File: src/rtl/sp_ram_ctrl_pkg.sv
// Shared types and default sizing for the single-port RAM controller.
// The CLEAR state is always present in the enum. It is only reachable
// when the design is built with RAM_CLEAR_EN defined.
package sp_ram_ctrl_pkg;

   localparam int DEF_WIDTH = 8;
   localparam int DEF_DEPTH = 64;

   typedef enum logic [2:0] {
      IDLE,
      CLEAR,
      WRITE,
      READ,
      RESP
   } state_t;

endpackage

File: src/rtl/sp_ram_clear_seq.sv
// Address sweep counter for the memory clear, with terminal detect.
// It is instantiated by sp_ram_ctrl only when RAM_CLEAR_EN is defined.
// The sweep ends on an explicit compare against DEPTH-1. It never relies on
// counter wrap, so a DEPTH that is not a power of two is handled correctly.
module sp_ram_clear_seq
   import sp_ram_ctrl_pkg::*;
#(
   parameter int DEPTH    = DEF_DEPTH,
   parameter int ADDR_BUS = $clog2(DEPTH)
) (
   input  logic                clk,
   input  logic                rst,
   input  logic                start,
   input  logic                step,
   output logic                last,
   output logic [ADDR_BUS-1:0] next_addr
);

   localparam logic [ADDR_BUS-1:0] LAST_ADDR = ADDR_BUS'(DEPTH - 1);
   localparam logic [ADDR_BUS-1:0] ONE       = ADDR_BUS'(1);

   logic [ADDR_BUS-1:0] cnt;

   // Counter tracks the address currently being cleared; restarts at 0 on start
   always_ff @(posedge clk) begin
      if (rst) begin
         cnt <= '0;
      end else if (start) begin
         cnt <= '0;
      end else if (step) begin
         cnt <= cnt + ONE;
      end
   end

   assign last      = (cnt == LAST_ADDR);
   assign next_addr = cnt + ONE;

endmodule

File: src/rtl/sp_ram_ctrl.sv
// Single-port RAM controller.
// It turns req/rsp handshakes into cycles on a downstream asynchronous RAM.
// All RAM-side outputs, and the handshake outputs, are registered.
// Optional feature: define RAM_CLEAR_EN to add the CLEAR sweep. The sweep
// writes zero to every word after reset and whenever clr_req is pulsed in IDLE.
module sp_ram_ctrl
   import sp_ram_ctrl_pkg::*;
#(
   parameter int WIDTH    = DEF_WIDTH,
   parameter int DEPTH    = DEF_DEPTH,
   parameter int ADDR_BUS = $clog2(DEPTH)
) (
   input  logic                clk,
   input  logic                rst,
   input  logic                req_valid,
   output logic                req_ready,
   input  logic                req_we,
   input  logic [ADDR_BUS-1:0] req_addr,
   input  logic [WIDTH-1:0]    req_wdata,
   output logic                rsp_valid,
   input  logic                rsp_ready,
   output logic [WIDTH-1:0]    rsp_rdata,
   input  logic                clr_req,
   output logic                busy,
   output logic [ADDR_BUS-1:0] ram_addr,
   output logic [WIDTH-1:0]    ram_din,
   output logic                ram_we,
   input  logic [WIDTH-1:0]    ram_dout
);

   state_t state;
   logic   hs;

   // req_ready is only ever high in IDLE, so hs implies IDLE
   assign hs = req_valid & req_ready;

`ifdef RAM_CLEAR_EN
   logic                init_clr;
   logic                clr_go;
   logic                clr_step;
   logic                clr_last;
   logic [ADDR_BUS-1:0] clr_next;

   // A clear starts from IDLE on request, or once right after reset
   assign clr_go   = (state == IDLE) & (clr_req | init_clr);
   assign clr_step = (state == CLEAR) & ~clr_last;

   sp_ram_clear_seq #(
      .DEPTH    (DEPTH),
      .ADDR_BUS (ADDR_BUS)
   ) u_clear_seq (
      .clk       (clk),
      .rst       (rst),
      .start     (clr_go),
      .step      (clr_step),
      .last      (clr_last),
      .next_addr (clr_next)
   );
`else
   logic unused_clr;

   assign unused_clr = clr_req;
   assign busy       = 1'b0;
`endif

   // Controller FSM; every output is registered together with the state it belongs to
   always_ff @(posedge clk) begin
      if (rst) begin
         state     <= IDLE;
         req_ready <= 1'b0;
         rsp_valid <= 1'b0;
         rsp_rdata <= '0;
         ram_we    <= 1'b0;
         ram_addr  <= '0;
         ram_din   <= '0;
`ifdef RAM_CLEAR_EN
         busy      <= 1'b0;
         init_clr  <= 1'b1;
`endif
      end else begin
         case (state)
            IDLE: begin
`ifdef RAM_CLEAR_EN
               if (clr_go) begin
                  // Clear wins over a simultaneous request, which stays pending
                  state     <= CLEAR;
                  init_clr  <= 1'b0;
                  req_ready <= 1'b0;
                  busy      <= 1'b1;
                  ram_we    <= 1'b1;
                  ram_addr  <= '0;
                  ram_din   <= '0;
               end else if (hs) begin
`else
               if (hs) begin
`endif
                  req_ready <= 1'b0;
                  ram_addr  <= req_addr;
                  if (req_we) begin
                     state   <= WRITE;
                     ram_we  <= 1'b1;
                     ram_din <= req_wdata;
                  end else begin
                     state   <= READ;
                  end
               end else begin
                  req_ready <= 1'b1;
               end
            end

            WRITE: begin
               state     <= IDLE;
               ram_we    <= 1'b0;
               req_ready <= 1'b1;
            end

            READ: begin
               // RAM read is combinational; address has been stable all cycle
               state     <= RESP;
               rsp_rdata <= ram_dout;
               rsp_valid <= 1'b1;
            end

            RESP: begin
               if (rsp_ready) begin
                  state     <= IDLE;
                  rsp_valid <= 1'b0;
                  req_ready <= 1'b1;
               end
            end

`ifdef RAM_CLEAR_EN
            CLEAR: begin
               if (clr_last) begin
                  state     <= IDLE;
                  ram_we    <= 1'b0;
                  busy      <= 1'b0;
                  req_ready <= 1'b1;
               end else begin
                  ram_addr  <= clr_next;
               end
            end
`endif

            default: begin
               state     <= IDLE;
               ram_we    <= 1'b0;
               req_ready <= 1'b1;
            end
         endcase
      end
   end

endmodule

File: config.mk
export PLATFORM = sky130hd
export DESIGN_NAME = sp_ram_ctrl
export DESIGN_NICKNAME = d
export VERILOG_FILES = /design/src/rtl/sp_ram_ctrl_pkg.sv /design/src/rtl/sp_ram_clear_seq.sv /design/src/rtl/sp_ram_ctrl.sv
export SDC_FILE = /design/constraint.sdc
export NUM_CORES = 1
export LEC_CHECK = 0
export ABC_CLOCK_PERIOD_IN_PS = 1800
export BUFFER_PORTS_ARGS = -buffer_cell sky130_fd_sc_hd__buf_4
export CAP_MARGIN = 20
export CORE_AREA = 10 10 66 68
export CTS_BUF_LIST = sky130_fd_sc_hd__clkbuf_8 sky130_fd_sc_hd__clkbuf_16
export DETAILED_ROUTE_END_ITERATION = 12
export DIE_AREA = 0 0 76 78
export PLACE_DENSITY_LB_ADDON = 0.08
export SYNTH_ARGS = -nofsm -noshare
export SYNTH_HDL_FRONTEND = slang
export SYNTH_SLANG_ARGS = --single-unit
export TNS_END_PERCENT = 50
File: constraint.sdc
create_clock -name clk -period 1.8 [get_ports clk]
set_clock_uncertainty 0.15 [all_clocks]
set_input_delay 0.09 -clock clk [delete_from_list [all_inputs] [get_ports clk]]
set_output_delay 0.09 -clock clk [all_outputs]
set_load 0.01 [all_outputs]
-- After elaboration in Yosys (flattened, before gate mapping)
Cells that the tools add are included.
- input port bits: 28
- output and inout bits: 26
- bits in registers: 28
- logic and storage cells: 36
- muxes and demuxes: 12
- equality and inequality tests: 5
- reductions and logical operators: 9
- bitwise operators: 3
- operator list (operator ; count):
    $pmux W3 S3 ; 1
    $reduce_and A2 Y1 ; 4
    $mux W1 ; 6
    $mux W3 ; 2
    $ne A2 B2 Y1 const B ; 3
    $reduce_and A3 Y1 ; 2
    $pmux W1 S2 ; 2
    $eq A3 B2 Y1 const B ; 1
    $eq A3 B3 Y1 const B ; 1
    $logic_not A3 Y1 ; 1
    $pmux W1 S3 ; 1
    $not A1 Y1 ; 2
    $reduce_bool A2 Y1 ; 1
    $reduce_or A2 Y1 ; 1
    $and A1 B1 Y1 ; 1

-- Longest topological paths before layout
- depth in word-level cells: 4
- mapped depth: 4
- gate-level depth less buffers: 3

-- Worst setup path before layout
Ideal clock, no wire load.
- path kind: register to register
- start: reg state[2]
- end: reg ram_din[0]
- cell stages (with the launch flop): 4
- data arrival time: 1.278 ns
- path buffers: 0
- period minus slack after synthesis: 1.499 ns
- library setup time: 0.072 ns
- path slack: 0.301 ns
- data required time: 1.578 ns
- path through: dfxtp_1 > or4b_4 > nor2_8 > mux2i_1
- longest elaborated chain between the ends: 2
- ends and longest elaborated chain (element ; line ; text):
    from (decl) ; sp_ram_ctrl.sv:31 ; state_t state;
    from (signal assigned) ; sp_ram_ctrl.sv:69 ; state <= IDLE;
    from (signal assigned) ; sp_ram_ctrl.sv:100 ; state <= WRITE;
    from (signal assigned) ; sp_ram_ctrl.sv:104 ; state <= READ;
    $logic_not A3 Y1 ; sp_ram_ctrl.sv:81 ; case (state)
    $reduce_and A3 Y1 (no source line) ; - ;
    to (signal assigned) ; sp_ram_ctrl.sv:102 ; ram_din <= req_wdata;
    to (decl) ; sp_ram_ctrl.sv:26 ; output logic [WIDTH-1:0] ram_din,
No other way between the ends.
A chain may end at the register's enable or synchronous reset.

-- Worst setup path after layout
- start: reg state[0]
- end: reg ram_din[2]
Same word-level chain as after synthesis.

==> results.json <==
{
  "status": "completed",
  "postSynthCellCount": 112,
  "power.leakage_nw": 0.861,
  "min_period_ns": 1.60,
  "stdcell_area_um2": 1900,
  "overflow": 0,
  "clk_latency_ns": 0.27,
  "io_buffers": 51,
  "ant_nets": 0,
  "vias": 1020,
  "top_level_ports": 54,
  "wl_per_cell_um": 12.5,
  "max-cap-violations": 0,
  "cts_made_buffers": 3,
  "cp-start-kind": "register",
  "grt_use_total": 0.0949,
  "finalCritPeriodShare": 0.887,
  "synth_xor_area_frac": 0,
  "dieArea_um2": 5930,
  "yosys_warnings": 0,
  "fmax_mhz": 626,
  "seq_area_frac_synth": 0.476,
  "drive_gt1_frac": 0.332,
  "initial_utilization": 0.370,
  "htree_levels": 1,
  "drt_iter0_drc": 43,
  "grt_pass1_vias": 1085,
  "totalWireLength_um": 2910,
  "yosys_register_bits": 28,
  "cp_data_required_time_ns": 1.86,
  "viasPerCell": 4.38,
  "antenna_found_initial": 0,
  "synth_mux_area_frac": 0.187,
  "synth_cell_types": 23,
  "intPower_mw": 0.957,
  "rsz0062_at_grt": "no",
  "switching_power_mw": 0.275,
  "cts.sinks": 28,
  "drc": 0,
  "synth_top_family_by_area": "simple AND/OR/NAND/NOR gates",
  "place.gp.congestion": 0.757,
  "seqPwrFrac": 0.528,
  "syn_area_um2": 1180,
  "core_um2": 3180,
  "synth-main-ff-cell": "dfxtp_1",
  "synth_area_leaders": "dfxtp_1 48%, mux2i_1 19%, nand2b_1 15%",
  "worst_setup_path_end_kind": "register",
  "syn_nets": 140,
  "cts.path.max_buffers": 2,
  "cts_tree": "yes",
  "clkPwrFrac": 0.315,
  "hold_violations": 0,
  "rows": 21,
  "slew_violations": 0,
  "grt_max_degree": 43,
  "syn_to_final_growth_pct": 61.4,
  "ir_drop_uv": 444,
  "clockRootBuffer": "clkbuf_8",
  "finalNetCount": 216,
  "synth.top_cell.area_share": 0.476,
  "power_density_nw_per_um2": 648,
  "diodes": 0,
  "grt_pass1_wl_um": 4780,
  "synth_compound_area_frac": 0.0393,
  "die_w_um": 76,
  "synth_edf_count": 0,
  "yosys-top-cells-count": "28 x dfxtp_1, 28 x nand2b_1, 22 x mux2i_1, 9 x nor2_1",
  "hpwlAfterDp_um": 2020,
  "path_class": "reg2reg",
  "synth_fa_ha_area_frac": 0,
  "synth_top_area_cell": "dfxtp_1",
  "cts_setup_buffers": 0,
  "fin_setup_tns_ns": 0,
  "p_sw_frac": 0.223,
  "hp-class": "in2reg",
  "placed_cell_area_um2": 1610,
  "yosys.area_share.simple": 0.271,
  "clk_pin_slew_ns": 0.09,
  "syn_area_per_cell_um2": 10.5,
  "die_h_um": 78,
  "p_comb_frac": 0.157,
  "cp.arrival_ns": 1.65,
  "path_max_fanout": 8,
  "setup-violations-final": 0,
  "post_cts_resized": 0,
  "synthArstFlopShare": 0,
  "dr.pass1.iters": 2
}
cells in the final DEF (no fill, tap or decap), drive strengths merged, types with 2 or more instances in the layout:
master        n
mux2i        22
nand2         2
dlygate4sd3  24
clkbuf        4
buf          53
nand2b       28
nor2         10
a21oi         4
dfxtp        28
or4b          2
flip-flops by register name (all words and copies together), names as in the netlist:
register	flops
ram_din	8
rsp_rdata	8
ram_we	1
state	3
req_ready	1
rsp_valid	1
ram_addr	6
path summary, 6_finish.rpt:
check	from	to	slack, ns	cells past startpoint
max	state[0]	ram_din[2]	0.20	3
min	req_valid	ram_we	0.03	3
max reg2reg	state[0]	ram_din[2]	0.20	3
min reg2reg	ram_addr[3]	ram_addr[3]	0.32	2
logic make-up after synthesis:
| logic type | count (synthesis) |
|---|---|
| AND/OR/NAND/NOR | 48 |
| multiplexers | 22 |
| flip-flops | 28 |
| buffers and inverters | 6 |
| AO/OA/AOI/OAI | 7 |
| other | 1 |
final cells by class:
class / instances / area, µm²
repair buffers: 77 / 638
multi-input cells: 78 / 589
well taps: 46 / 57.6
clock buffers: 4 / 55.1
fillers: 292 / 1280
flip-flops and latches: 28 / 561
routing by layer:
metal / vias to the layer above / global-route usage / wire length, µm
met2: 28 / 0.179 / 1490
met5: - / 0 / 0
met1: 464 / 0.0925 / 1210
met4: 0 / 0.0227 / 14
li1: 526 / - / -
met3: 2 / 0.0415 / 184
metrics by stage:
step / power (mW) / setup WS [ns] / utilization / hold slack, ns / instances
6_report: 1.23 / 0.203 / 0.598 / 0.0303 / 233
5_1_grt: 1.30 / 0.107 / 0.598 / 0.0436 / 233
4_1_cts: 1.25 / 0.190 / 0.598 / 0.0267 / 233
3_5_place_dp: 0.818 / 0.202 / 0.505 / 0.121 / 205
3_3_place_gp: 0.815 / 0.233 / 0.505 / 0.118 / 205
2_1_floorplan: 0.738 / 0.301 / - / 0.0161 / 112
power groups by stage:
stage          registers (mW)  clock network [mW]  logic [mW]
6_report                0.651               0.388       0.193
4_1_cts                 0.651               0.400       0.195
3_5_place_dp            0.665                   0       0.153
5_1_grt                 0.654               0.434       0.210
3_3_place_gp            0.664                   0       0.151
2_1_floorplan           0.671                   0      0.0666
worst max-delay path, cell delays in order, from the launching register on:
cell and delay (ns):
dfxtp_1 0.39, or4b_4 0.59, nor2_8 0.20, mux2i_1 0.20
what timing repair did:
action	4_1_cts	5_1_grt
hold endpoints to repair	25	0
setup endpoints to repair	0	0
hold buffers	24	0
Power figures use the tool's default switching activity.
